`config.mk`:
```
export PLATFORM = sky130hd
export DESIGN_NAME = life_sequencer
export DESIGN_NICKNAME = d
export VERILOG_FILES = /design/src/rtl/life_sequencer.sv
export SDC_FILE = /design/constraint.sdc
export NUM_CORES = 1
export LEC_CHECK = 0
export BUFFER_PORTS_ARGS = -buffer_cell sky130_fd_sc_hd__clkbuf_2
export CORE_UTILIZATION = 52
export CTS_CLUSTER_DIAMETER = 80
export DETAILED_ROUTE_END_ITERATION = 10
export PLACE_DENSITY = 0.95
export SKIP_LAST_GASP = 1
export SLEW_MARGIN = 25
export SYNTH_ARGS = -nofsm -noshare
export SYNTH_HDL_FRONTEND = slang
export SYNTH_SLANG_ARGS = --single-unit
```
`constraint.sdc`:
```
create_clock -name clk -period 4.7 [get_ports clk]
set_clock_uncertainty 0.1 [all_clocks]
set_input_delay 0.47 -clock clk [delete_from_list [all_inputs] [get_ports clk]]
set_output_delay 0.47 -clock clk [all_outputs]
set_load 0.005 [all_outputs]
```
`src/rtl/life_sequencer.sv`:
```
// Generation register and run controller for the 8x8 Game of Life.
// Holds the grid, captures the datapath result on commit, and sequences seed/run/step/halt.
//
// state | meaning
// IDLE  | paused; step performs one commit, start enters RUN
// RUN   | free-running; commits every period+1 cycles
// HALT  | still-life or extinction reached; frozen until load or reset
module life_sequencer #(
  parameter int GEN_W = 16,
  parameter int DIV_W = 8
) (
  input  logic             clk,
  input  logic             reset,
  input  logic [63:0]      seed,
  input  logic             load,
  input  logic             start,
  input  logic             stop,
  input  logic             step,
  input  logic [DIV_W-1:0] period,
  input  logic [63:0]      grid_next,
  output logic [63:0]      grid,
  output logic [GEN_W-1:0] gen_count,
  output logic             gen_tick,
  output logic             running,
  output logic             stable,
  output logic             extinct
);

  typedef enum logic [1:0] {
    IDLE = 2'd0,
    RUN  = 2'd1,
    HALT = 2'd2
  } state_t;

  state_t           state;
  logic [DIV_W-1:0] divider;

  logic             div_due;
  logic             nxt_stable;
  logic             nxt_extinct;
  logic             halt_hit;
  logic             do_commit;
  logic [GEN_W-1:0] gen_count_inc;

  // Commit decision folds in the priority load > stop > start > step > divider.
  always_comb begin
    div_due       = (divider >= period);
    nxt_stable    = (grid_next == grid);
    nxt_extinct   = (grid_next == 64'd0);
    halt_hit      = nxt_stable | nxt_extinct;
    gen_count_inc = (&gen_count) ? gen_count : gen_count + GEN_W'(1);
    do_commit     = 1'b0;
    case (state)
      IDLE:    do_commit = !start && step;
      RUN:     do_commit = !stop && div_due;
      default: do_commit = 1'b0;
    endcase
    if (load) do_commit = 1'b0;
  end

  always_ff @(posedge clk) begin
    if (reset) begin
      state     <= IDLE;
      divider   <= '0;
      grid      <= '0;
      gen_count <= '0;
      gen_tick  <= 1'b0;
      running   <= 1'b0;
      stable    <= 1'b0;
      extinct   <= 1'b0;
    end else begin
      gen_tick <= 1'b0;
      if (load) begin
        grid      <= seed;
        gen_count <= '0;
        divider   <= '0;
        stable    <= 1'b0;
        extinct   <= (seed == 64'd0);
        state     <= IDLE;
        running   <= 1'b0;
      end else if (do_commit) begin
        grid      <= grid_next;
        gen_count <= gen_count_inc;
        gen_tick  <= 1'b1;
        stable    <= nxt_stable;
        extinct   <= nxt_extinct;
        divider   <= '0;
        if (halt_hit) begin
          state   <= HALT;
          running <= 1'b0;
        end
      end else begin
        case (state)
          IDLE: begin
            if (start) begin
              state   <= RUN;
              running <= 1'b1;
              divider <= '0;
            end
          end
          RUN: begin
            if (stop) begin
              state   <= IDLE;
              running <= 1'b0;
              divider <= '0;
            end else begin
              divider <= divider + DIV_W'(1);
            end
          end
          default: ;
        endcase
      end
    end
  end

endmodule
```
=== Word-level counts from Yosys, hierarchy flattened ===
Cells that the tools add are included.

* Register bits: 94
* Bits of input ports: 142
* Output and inout bits: 84

* $add $sub $neg: 2
* Magnitude comparators: 1
* Eq/ne operators: 6
* Mux-type cells: 20
* Bitwise logic cells: 2
* Reductions and logical operators: 16

{| class="wikitable"
|+ Operators by type and width
! kind !! number
|-
| 64-bit zero test || 2
|-
| 64-bit two-way mux || 2
|-
| 64-bit equality test || 1
|-
| 16-bit by 1-bit adder with 16-bit output, second input constant || 1
|-
| 8-bit two-way mux || 2
|-
| 8-bit case mux with 2 select lines || 1
|-
| 16-bit AND reduction || 1
|-
| 8-bit by 1-bit adder with 8-bit output, second input constant || 1
|-
| 8-bit >= comparator || 1
|-
| 1-bit two-way mux || 8
|-
| 2-bit two-way mux || 4
|-
| 3-bit inequality test, second input constant || 2
|-
| 2-bit inequality test, second input constant || 2
|-
| 1-bit case mux with 2 select lines || 2
|-
| 2-bit case mux with 2 select lines || 1
|-
| 2-bit AND reduction || 2
|-
| 4-bit AND reduction || 1
|-
| 2-bit nonzero test || 2
|-
| 3-bit nonzero test || 1
|-
| 3-bit OR reduction || 1
|-
| 2-bit by 1-bit equality test with 1-bit output, second input constant || 1
|-
| 1-bit logical AND || 2
|-
| 1-bit zero test || 2
|-
| 2-bit zero test || 1
|-
| other kinds (3) || 3
|}

=== Depth between registers and ports, before layout ===
Gate-level depths: netlist of the first run.

* Word-level depth: 6
* Mapped depth: 12
* Depth with buffers taken out: 9

=== Worst setup path after synthesis of the first run ===
OpenSTA, ideal clock, no wires.

* Path kind: input port to flip-flop
* From: input period[6]
* To: register grid[33]
* Setup time: 95 ps
* Arrival: 2,466 ps
* Slack: 2,039 ps
* Cell stages on the path: 12
* Cells stage by stage: inv_1 ha_1 a21o_1 a221oi_1 inv_1 o21ai_0 and2_1 clkbuf_1 buf_2 buf_2 a21oi_1 a221oi_1

* Cells in the longest elaborated chain, start to end: 5

{| class="wikitable"
|+ RTL lines
! item !! RTL line !! source
|-
| start: declaration || 19 || <nowiki>input logic [DIV_W-1:0] period,</nowiki>
|-
| 8-bit >= comparator || 47 || <nowiki>div_due = (divider >= period);</nowiki>
|-
| 1-bit logical AND || 55 || <nowiki>RUN: do_commit = !stop && div_due;</nowiki>
|-
| 1-bit case mux with 2 select lines || 53 || <nowiki>case (state)</nowiki>
|-
| 1-bit two-way mux || 58 || <nowiki>if (load) do_commit = 1'b0;</nowiki>
|-
| 2-bit nonzero test (no line) || n/a ||
|-
| end signal: assignment || 82 || <nowiki>grid <= grid_next;</nowiki>
|-
| end: declaration || 21 || <nowiki>output logic [63:0] grid,</nowiki>
|}

Every way passes these cells.
A chain may end at the register's enable or synchronous reset.

=== Worst setup path in the final report of the first run ===
* From: register divider[6]
* To: register grid[39]

* Cells in the longest elaborated chain, start to end: 5

{| class="wikitable"
|+ RTL lines
! item !! RTL line !! source
|-
| start: declaration || 36 || <nowiki>logic [DIV_W-1:0] divider;</nowiki>
|-
| start signal: assignment || 107 || <nowiki>divider <= divider + DIV_W'(1);</nowiki>
|-
| 8-bit >= comparator || 47 ||
|-
| 1-bit logical AND || 55 ||
|-
| 1-bit case mux with 2 select lines || 53 ||
|-
| 1-bit two-way mux || 58 ||
|-
| 2-bit nonzero test (no line) || n/a ||
|}

Every way passes these cells.

==> results.sh, run 1 <==
export IMPL_synth_enable_flop_cells=0
export IMPL_max_stage_delay_ns=0.69
export IMPL_status="complete, no violations"
export IMPL_grt_pass1_vias=5601
export IMPL_synth_most_common_cell="sky130_fd_sc_hd__dfxtp_1"
export IMPL_report_final_slew_viol_count=0
export IMPL_clock_root_buffer="sky130_fd_sc_hd__clkbuf_8"
export IMPL_synth_lib_cells_used_distinct=42
export IMPL_initial_antenna_violation_count=0
export IMPL_highest_signal_layer="met4"
export IMPL_number_of_nets_in_the_synthesized_netlist=835
export IMPL_cp_common_cell="sky130_fd_sc_hd__a221oi_1"
export IMPL_dominantRegCellSynth="sky130_fd_sc_hd__dfxtp_1"
export IMPL_cpMaxStageDelayCell="sky130_fd_sc_hd__and2_2"
export IMPL_required_ns=4.85
export IMPL_die_height_um=103
export IMPL_area_sequential_mm2=0.00186
export IMPL_worst_skew_pair_late_latency_ns=0.36
export IMPL_cts_made_buffers=9
export IMPL_clk_pin_slew_worst_paths_ns=0.09
export IMPL_wl_per_cell_um=18.5
export IMPL_gate_count_post_synth=683
export IMPL_clk_path_buf_depth=2
export IMPL_detailedPlacementHpwl_um=14400
export IMPL_pwr_share_seq_pct=47.7
export IMPL_power_share_switching_pct=30.0
export IMPL_rsz0062_at_grt="no"
export IMPL_ctsHtreeMaxLevel=3
export IMPL_vias=6152
export IMPL_layout_worst_path_cycle_share_pct=67.6
export IMPL_gr_total_overflow=0
export IMPL_synth_top_cell_by_area="sky130_fd_sc_hd__dfxtp_1"
export IMPL_whs_ns=0.255
export IMPL_max_slew_margin_rel_pct=35.8
export IMPL_timing_fmax_ghz=0.315
export IMPL_internal_power_mw=1.28
export IMPL_timing_reg2reg_worst_path_depth=9
export IMPL_setup_violations_final=0
export IMPL_actual_slew_at_the_worst_max_slew_pin_ns=0.960
export IMPL_portBuffers=225
export IMPL_synth_to_layout_area_growth_pct=26.1
export IMPL_synthDominantCellAreaShare_pct=35.1
export IMPL_netlist_top_cells_count="93 x sky130_fd_sc_hd__dfxtp_1, 87 x sky130_fd_sc_hd__nand2_1, 74 x sky130_fd_sc_hd__inv_1"
export IMPL_timing_critical_path_arrival_ns=3.33
export IMPL_critical_path_cell_chain="ha_1, a21o_1, a221oi_1, inv_1, o21ai_0, and2_2, buf_12, a21oi_1, a221oi_1"
export IMPL_placeableCoreArea_mm2=0.00982
export IMPL_core_rowCount=36
export IMPL_p_switching_mw=0.551
export IMPL_detail_route_iter0_violations=395
export IMPL_grt_pass1_wl_um=28100
export IMPL_timing_final_crit_period_ns=3.18
export IMPL_worstSetupPathType="reg -> reg"
export IMPL_drt_met1_wl_um=6980
export IMPL_die_width_um=103
export IMPL_tritoncts="done"
export IMPL_place_congestion=0.948
export IMPL_hold_path_class="in -> reg"
export IMPL_fin_nets=1033
export IMPL_power_density_mw_per_mm2=274
export IMPL_postCtsSetupRepairBufs=0
export IMPL_core_utilization_of_the_finished_layout_pct=68.1
export IMPL_antenna_cells_inserted=0
export IMPL_grt_max_degree=75
export IMPL_ys_seq_area_share_pct=35.1
export IMPL_detailroute_wirelength_met2_um=9100
export IMPL_cts_hold_buf=0
export IMPL_synth_seq_cells=93
export IMPL_ant_nets=0
export IMPL_groute_usage_overall_pct=34.7
export IMPL_hold_start="seed[33]"
export IMPL_p_comb_share_pct=20.5
export IMPL_report_final_hold_viol_count=0
export IMPL_holdPathStages=3
export IMPL_met3_wirelength_um=1840
export IMPL_clock_power_share_pct=31.7
export IMPL_postSynthAreaPerCell_um2=7.77
export IMPL_fin_setup_tns_ns=0
export IMPL_startpoint_type="register"
export IMPL_path_max_fanout=35
export IMPL_post_cts_resize_count=0
export IMPL_via_per_inst=6.04
export IMPL_max_ir_drop_vdd_uv=160
export IMPL_total_area_of_multi_input_combinational_cells_mm2=0.00301
export IMPL_num_fill_cells=864
export IMPL_mapped_area_mm2=0.00531
export IMPL_r2r_setup_slack_ns=1.52
export IMPL_final_layout_size_suffix_gt1_share_pct=28.3
export IMPL_synth_top_cells_by_area="sky130_fd_sc_hd__dfxtp_1 35%, sky130_fd_sc_hd__a221oi_1 11%, sky130_fd_sc_hd__xor2_1 11%"
export IMPL_floorplan_initialDensity_pct=54.0
export IMPL_die_area_mm2=0.0106
export IMPL_cap_violations=0
export IMPL_worstReg2RegStart="divider[6]$_SDFFE_PP0P_"
export IMPL_firstDrtPassIters=5
export IMPL_critical_path_endpoint_type="register"
export IMPL_p_leak_nw=3.18
export IMPL_route_final_wire_length_um=18800
export IMPL_postSynth_asyncResetShare_pct=0
export IMPL_timing_critical_path_from="divider[6]$_SDFFE_PP0P_"
export IMPL_remaining_drc_errors=0
export IMPL_tritoncts_num_sinks=93
export IMPL_design_portCount=226
export IMPL_synthesis_yosys_warnings=0
-- area by class of cell --
class / count / area share [%]
clock buffers: 11 / 1.96
well taps: 133 / 2.49
inverters: 74 / 4.15
clock inverters: 5 / 1.12
repair buffers: 229 / 17.5
multi-input cells: 474 / 44.9
flip-flops and latches: 93 / 27.8
-- worst max-delay path: cells and delay by family (launching register included) --
family | cells | cell delay, ns
buffers and inverters | 2 | 0.36
and+or+nand+nor | 1 | 0.69
DFF | 1 | 0.41
AOI/OAI and AO/OA | 5 | 1.22
adders and majority gates | 1 | 0.28
-- stage by stage --
step	std cells	instance area, um^2	setup WS, ns	power (mW)
2_1_floorplan	683	5310	2.04	1.06
3_3_place_gp	1003	6480	1.53	1.25
3_5_place_dp	1003	6480	1.34	1.26
4_1_cts	1019	6690	1.55	1.83
5_1_grt	1019	6690	1.23	1.90
6_report	1019	6690	1.52	1.83
-- layer usage --
metal	up-vias	track usage [%]
met5	-	0
met2	400	59.7
met4	0	18.6
met1	2827	39.5
li1	2837	-
met3	88	8.68
-- sequential cells by signal, indices dropped and copies added, names as in the netlist --
signal	cells
gen_count	16
extinct	1
divider	8
gen_tick	1
stable	1
state	2
grid	64
-- cell usage in the layout (no fill, tap or decap), types with 6 or more instances in the layout --
master / synthesis / layout
sky130_fd_sc_hd__nand4_1: 13 / 13
sky130_fd_sc_hd__clkbuf_8: 0 / 9
sky130_fd_sc_hd__nand3_1: 9 / 9
sky130_fd_sc_hd__xnor2_1: 12 / 12
sky130_fd_sc_hd__inv_1: 74 / 74
sky130_fd_sc_hd__a21oi_1: 73 / 73
sky130_fd_sc_hd__a221oi_1: 64 / 64
sky130_fd_sc_hd__nand2_1: 87 / 86
sky130_fd_sc_hd__o21ai_0: 9 / 9
sky130_fd_sc_hd__dfxtp_1: 93 / 93
sky130_fd_sc_hd__xor2_1: 64 / 64
sky130_fd_sc_hd__and3_1: 6 / 6
sky130_fd_sc_hd__ha_1: 10 / 10
sky130_fd_sc_hd__nor2_1: 35 / 35
sky130_fd_sc_hd__clkbuf_2: 0 / 224
sky130_fd_sc_hd__nor4_1: 57 / 57
-- path summary, 6_finish.rpt --
path	end
worst min register to register	stable$_SDFFE_PP0P_
worst max register to register	grid[39]$_SDFFE_PP0P_
worst min-delay path	grid[33]$_SDFFE_PP0P_
worst max-delay path	grid[39]$_SDFFE_PP0P_
-- power by group through the flow --
stage | sequential [mW] | combinational, mW | clock (mW)
after global routing | 0.880 | 0.407 | 0.617
final | 0.875 | 0.377 | 0.582
after detailed placement | 0.892 | 0.366 | 0
after global placement | 0.891 | 0.360 | 0
after CTS | 0.874 | 0.370 | 0.588
after floorplan | 0.888 | 0.172 | 0
-- logic make-up (layout without fill, tap and decap cells) --
kind of cell               Yosys count  after routing  share of synthesized area [%]
AOI/OAI and AO/OA                  161            161                           20.5
xor gates and xnor gates            76             76                           12.5
adders and majority gates           10             10                           2.36
buffers and inverters              116            319                           8.33
DFF                                 93             93                           35.1
muxes                                1              1                          0.189
and+or+nand+nor                    226            226                           21.0
Power figures use the tool's default switching activity.
==> run 2, diff against run 1 <==
--- a/config.mk
+++ b/config.mk
@@ -6,10 +6,10 @@
 export NUM_CORES = 1
 export LEC_CHECK = 0
 export BUFFER_PORTS_ARGS = -buffer_cell sky130_fd_sc_hd__clkbuf_2
-export CORE_UTILIZATION = 52
+export CORE_UTILIZATION = 48
 export CTS_CLUSTER_DIAMETER = 80
 export DETAILED_ROUTE_END_ITERATION = 10
-export PLACE_DENSITY = 0.95
+export PLACE_DENSITY = 0.89
 export SKIP_LAST_GASP = 1
 export SLEW_MARGIN = 25
 export SYNTH_ARGS = -nofsm -noshare
==> constraint.sdc (replaced) <==
create_clock -name clk -period 3 [get_ports clk]
set_clock_uncertainty 0.1 [all_clocks]
set_input_delay 0.3 -clock clk [delete_from_list [all_inputs] [get_ports clk]]
set_output_delay 0.3 -clock clk [all_outputs]
set_load 0.005 [all_outputs]
==> results.sh, run 2 (synthesized netlist as in run 1, its figures left out) <==
export IMPL_cap_violations=0
export IMPL_synth_to_layout_area_growth_pct=27.2
export IMPL_core_rowCount=38
export IMPL_antenna_cells_inserted=0
export IMPL_power_density_mw_per_mm2=428
export IMPL_worst_skew_pair_late_latency_ns=0.36
export IMPL_tritoncts_num_sinks=93
export IMPL_max_ir_drop_vdd_uv=230
export IMPL_path_max_fanout=68
export IMPL_route_final_wire_length_um=18600
export IMPL_die_area_mm2=0.0115
export IMPL_remaining_drc_errors=0
export IMPL_total_area_of_multi_input_combinational_cells_mm2=0.00301
export IMPL_final_layout_size_suffix_gt1_share_pct=28.9
export IMPL_timing_critical_path_arrival_ns=2.86
export IMPL_detail_route_iter0_violations=485
export IMPL_grtUsageMet3_pct=6.44
export IMPL_grt_pass1_vias=5518
export IMPL_hold_start="seed[60]"
export IMPL_firstDrtPassIters=7
export IMPL_grt_use_met1_pct=37.5
export IMPL_p_leak_nw=3.20
export IMPL_largest_register_ff_count=64
export IMPL_fin_nets=1037
export IMPL_placeableCoreArea_mm2=0.0108
export IMPL_via_per_inst=5.89
export IMPL_placedInstanceArea_mm2=0.00653
export IMPL_report_final_slew_viol_count=0
export IMPL_post_cts_resize_count=0
export IMPL_grt_max_degree=80
export IMPL_r2r_setup_slack_ns=0.31
export IMPL_num_fill_cells=956
export IMPL_cts_hold_buf=0
export IMPL_globalRoute_busiestLayer="met2"
export IMPL_worstReg2RegStart="divider[5]$_SDFFE_PP0P_"
export IMPL_gr_usage_met2_pct=54.2
export IMPL_fin_setup_tns_ns=0
export IMPL_clk_pin_slew_worst_paths_ns=0.11
export IMPL_cts_made_buffers=9
export IMPL_place_congestion=0.886
export IMPL_critical_path_endpoint_type="register"
export IMPL_max_flop_register="grid"
export IMPL_die_width_um=107
export IMPL_timing_reg2reg_worst_path_depth=9
export IMPL_holdPathStages=3
export IMPL_finish_instance_area_mm2=0.00675
export IMPL_post_place_cells=1014
export IMPL_die_height_um=107
export IMPL_clk_path_buf_depth=2
export IMPL_clock_root_buffer="sky130_fd_sc_hd__clkbuf_8"
export IMPL_setup_violations_final=0
export IMPL_rsz0062_at_grt="no"
export IMPL_worst_r2r_endpoint="divider[0]$_SDFFE_PP0P_"
export IMPL_ant_nets=0
export IMPL_portBuffers=225
export IMPL_actual_slew_at_the_worst_max_slew_pin_ns=0.771
export IMPL_required_ns=3.17
export IMPL_worst_hold_path_endpoint="grid[60]$_SDFFE_PP0P_"
export IMPL_hold_path_class="in -> reg"
export IMPL_timing_final_crit_period_ns=2.69
export IMPL_ctsHtreeMaxLevel=3
export IMPL_commonest_cells_after_routing_fill_and_taps_aside="224 x sky130_fd_sc_hd__clkbuf_2, 93 x sky130_fd_sc_hd__dfxtp_1, 86 x sky130_fd_sc_hd__nand2_1"
export IMPL_worstSetupPathType="reg -> reg"
export IMPL_layout_worst_path_cycle_share_pct=89.7
export IMPL_vias=6065
export IMPL_max_slew_margin_rel_pct=48.6
export IMPL_wl_per_cell_um=18.1
export IMPL_area_sequential_mm2=0.00186
export IMPL_floorplan_initialDensity_pct=49.2
export IMPL_report_final_hold_viol_count=0
export IMPL_detailedPlacementHpwl_um=14100
export IMPL_grt_pass1_wl_um=27900
export IMPL_reg_largest_list="grid x64, gen_count x16, divider x8"
export IMPL_timing_fmax_ghz=0.372
export IMPL_layout_cells_most_common="sky130_fd_sc_hd__clkbuf_2"
export IMPL_initial_antenna_violation_count=0
export IMPL_tritoncts="done"
export IMPL_design_portCount=226
export IMPL_gr_total_overflow=0
export IMPL_status="complete, no violations"
export IMPL_groute_usage_overall_pct=31.4
export IMPL_startpoint_type="register"
export IMPL_postCtsSetupRepairBufs=0
export IMPL_whs_ns=0.0883
export IMPL_final_instance_count_excl_fill=1030
run 2: cell types whose count changed in the layout (fill, tap and decap cells not counted), sizes merged:
cell | before | now
bufinv | 2 | 1
buf | 5 | 9
inv | 74 | 76
clkinv | 3 | 2
run 2: metal layers:
layer / up-vias / wire, um
met5: - / 0
met4: 0 / 709
met3: 60 / 1730
met2: 380 / 8900
met1: 2780 / 7270
li1: 2845 / -
run 2: worst max-delay path by stage:
| stage | from | end | slack, ns | cells past startpoint |
|---|---|---|---|---|
| floorplan | period[6] | grid[33]$_SDFFE_PP0P_ | 0.51 | 12 |
| global placement | period[6] | divider[0]$_SDFFE_PP0P_ | 0.29 | 11 |
| detailed placement | period[6] | divider[7]$_SDFFE_PP0P_ | 0.21 | 11 |
| CTS | divider[6]$_SDFFE_PP0P_ | divider[0]$_SDFFE_PP0P_ | 0.29 | 9 |
| global route | divider[5]$_SDFFE_PP0P_ | divider[7]$_SDFFE_PP0P_ | 0.05 | 9 |
| finish | divider[5]$_SDFFE_PP0P_ | divider[0]$_SDFFE_PP0P_ | 0.31 | 9 |
run 2: cell type report:
type,count,share of cell area [%]
well taps,140,2.59
repair buffers,233,18.0
inverters,74,4.11
flip-flops and latches,93,27.6
multi-input cells,474,44.5
clock buffers,11,2.24
clock inverters,5,0.964
run 2: through the flow:
step,power (mW),worst slack (ns),util (%)
floorplan,1.66,0.509,-
global placement,1.97,0.286,60.5
detailed placement,1.98,0.207,60.5
CTS,2.89,0.288,62.5
global route,3.00,0.0531,62.5
finish,2.89,0.310,62.5
run 2: report_power, final:
part,switching [mW],total (mW),leakage [nW],internal [mW]
logic,0.346,0.592,2.33,0.245
clock network,0.482,0.923,0.111,0.441
registers,0.0699,1.37,0.767,1.30
total,0.898,2.89,3.20,1.99
run 2: worst max-delay path: stages (launching register included):
cell and delay [ns]:
sky130_fd_sc_hd__dfxtp_1 0.41, sky130_fd_sc_hd__ha_1 0.25, sky130_fd_sc_hd__and3_1 0.19, sky130_fd_sc_hd__a221oi_1 0.33, sky130_fd_sc_hd__inv_1 0.06, sky130_fd_sc_hd__o21ai_0 0.24
sky130_fd_sc_hd__and2_2 0.21, sky130_fd_sc_hd__buf_12 0.28, sky130_fd_sc_hd__nand2_1 0.27, sky130_fd_sc_hd__a211oi_1 0.26
==> run 3, diff against run 2 <==
--- a/config.mk
+++ b/config.mk
@@ -6,6 +6,7 @@
 export NUM_CORES = 1
 export LEC_CHECK = 0
 export BUFFER_PORTS_ARGS = -buffer_cell sky130_fd_sc_hd__clkbuf_2
+export CORE_MARGIN = 5
 export CORE_UTILIZATION = 48
 export CTS_CLUSTER_DIAMETER = 80
 export DETAILED_ROUTE_END_ITERATION = 10
==> results.sh, run 3 (synthesized netlist as in run 1, its figures left out) <==
export IMPL_area_sequential_mm2=0.00186
export IMPL_antenna_cells_inserted=0
export IMPL_setup_violations_final=0
export IMPL_wl_per_cell_um=19.1
export IMPL_fin_setup_tns_ns=0
export IMPL_final_layout_size_suffix_gt1_share_pct=28.7
export IMPL_core_rowCount=38
export IMPL_total_area_of_multi_input_combinational_cells_mm2=0.00301
export IMPL_place_congestion=0.902
export IMPL_grt_pass1_wl_um=29200
export IMPL_max_ir_drop_vdd_uv=262
export IMPL_report_final_hold_viol_count=0
export IMPL_remaining_drc_errors=0
export IMPL_clk_path_buf_depth=2
export IMPL_required_ns=3.15
export IMPL_finish_instance_area_mm2=0.00673
export IMPL_post_place_worst_slack_ns=0.204
export IMPL_groute_usage_overall_pct=28.1
export IMPL_rsz0062_at_grt="no"
export IMPL_via_per_inst=5.88
export IMPL_die_height_um=115
export IMPL_post_cts_resize_count=0
export IMPL_critical_path_endpoint_type="register"
export IMPL_timing_critical_path_arrival_ns=2.92
export IMPL_met3_wirelength_um=1970
export IMPL_layout_worst_path_cycle_share_pct=92.1
export IMPL_gr_total_overflow=0
export IMPL_num_fill_cells=958
export IMPL_grt_max_degree=79
export IMPL_power_density_mw_per_mm2=419
export IMPL_actual_slew_at_the_worst_max_slew_pin_ns=0.797
export IMPL_cap_violations=0
export IMPL_layout_cells_most_common="sky130_fd_sc_hd__clkbuf_2"
export IMPL_drt_met1_wl_um=7720
export IMPL_fin_nets=1038
export IMPL_cts_hold_buf=0
export IMPL_report_final_slew_viol_count=0
export IMPL_tritoncts="done"
export IMPL_vias=6044
export IMPL_highest_signal_layer="met4"
export IMPL_placeableCoreArea_mm2=0.0108
export IMPL_hold_path_class="in -> reg"
export IMPL_grt_pass1_vias=5596
export IMPL_design_portCount=226
export IMPL_worstSetupPathType="reg -> reg"
export IMPL_tritoncts_num_sinks=93
export IMPL_clk_pin_slew_worst_paths_ns=0.09
export IMPL_die_width_um=115
export IMPL_reg_largest_list="grid x64, gen_count x16, divider x8"
export IMPL_whs_ns=0.0753
export IMPL_path_max_fanout=44
export IMPL_detailedPlacementHpwl_um=15300
export IMPL_setup_ws_ns=0.237
export IMPL_startpoint_type="register"
export IMPL_detailroute_wirelength_met2_um=9500
export IMPL_timing_fmax_ghz=0.362
export IMPL_commonest_cells_after_routing_fill_and_taps_aside="224 x sky130_fd_sc_hd__clkbuf_2, 93 x sky130_fd_sc_hd__dfxtp_1, 86 x sky130_fd_sc_hd__nand2_1"
export IMPL_max_slew_margin_rel_pct=46.9
export IMPL_largest_register_ff_count=64
export IMPL_initial_antenna_violation_count=0
export IMPL_timing_final_crit_period_ns=2.76
export IMPL_postCtsSetupRepairBufs=0
export IMPL_clock_root_buffer="sky130_fd_sc_hd__clkbuf_8"
export IMPL_status="complete, no violations"
export IMPL_ant_nets=0
export IMPL_synth_to_layout_area_growth_pct=26.8
export IMPL_placedInstanceArea_mm2=0.00654
export IMPL_floorplan_initialDensity_pct=48.9
export IMPL_cts_made_buffers=9
export IMPL_worst_skew_pair_late_latency_ns=0.37
export IMPL_detail_route_iter0_violations=692
export IMPL_core_utilization_of_the_finished_layout_pct=62.1
export IMPL_firstDrtPassIters=5
export IMPL_p_leak_nw=3.20
export IMPL_max_flop_register="grid"
export IMPL_ctsHtreeMaxLevel=3
export IMPL_die_area_mm2=0.0133
export IMPL_route_final_wire_length_um=19700
export IMPL_portBuffers=225
## run 3: cell types whose count changed in the layout (fill, tap and decap cells not counted), sizes merged
cell,before,now
clkinv,2,1
buf,9,10
inv,76,74
## run 3: stage by stage
stage / power (mW) / cells
global route: 2.94 / 1028
CTS: 2.82 / 1028
finish: 2.82 / 1028
global placement: 1.97 / 1015
detailed placement: 1.98 / 1015
floorplan: 1.66 / 683
## run 3: critical path, stage by stage (launching register included)
cell and delay, ns:
sky130_fd_sc_hd__dfxtp_1 0.42, sky130_fd_sc_hd__ha_1 0.25, sky130_fd_sc_hd__and3_1 0.19, sky130_fd_sc_hd__a221oi_1 0.30, sky130_fd_sc_hd__inv_1 0.06, sky130_fd_sc_hd__o21ai_0 0.25, sky130_fd_sc_hd__and2_2 0.34, sky130_fd_sc_hd__buf_12 0.27
sky130_fd_sc_hd__a21oi_1 0.10, sky130_fd_sc_hd__a221oi_1 0.35
## run 3: final timing paths
check | from | endpoint | slack [ns] | cells after the start
max | divider[5]$_SDFFE_PP0P_ | grid[30]$_SDFFE_PP0P_ | 0.24 | 9
min | seed[9] | grid[9]$_SDFFE_PP0P_ | 0.08 | 3
max reg2reg | divider[5]$_SDFFE_PP0P_ | grid[30]$_SDFFE_PP0P_ | 0.24 | 9
min reg2reg | stable$_SDFFE_PP0P_ | stable$_SDFFE_PP0P_ | 0.37 | 2
## run 3: power breakdown
group	total (mW)	internal, mW	leakage (nW)	switching, mW
combinational	0.596	0.246	2.33	0.349
clock	0.854	0.417	0.0971	0.437
sequential	1.37	1.30	0.767	0.0691
## run 3: area by class of cell
| type | count | share of cell area, % |
|---|---|---|
| multi-input combinational | 474 | 44.7 |
| sequential | 93 | 27.7 |
| clock inverter | 2 | 0.521 |
| clock buffer | 11 | 2.25 |
| inverter | 74 | 4.13 |
| tap | 140 | 2.60 |
| timing repair buffer | 234 | 18.2 |
## run 3: metal layers
metal / vias up / track usage (%)
met3: 38 / 7.16
li1: 2851 / -
met5: - / 0
met2: 349 / 48.4
met4: 0 / 8.14
met1: 2806 / 34.7
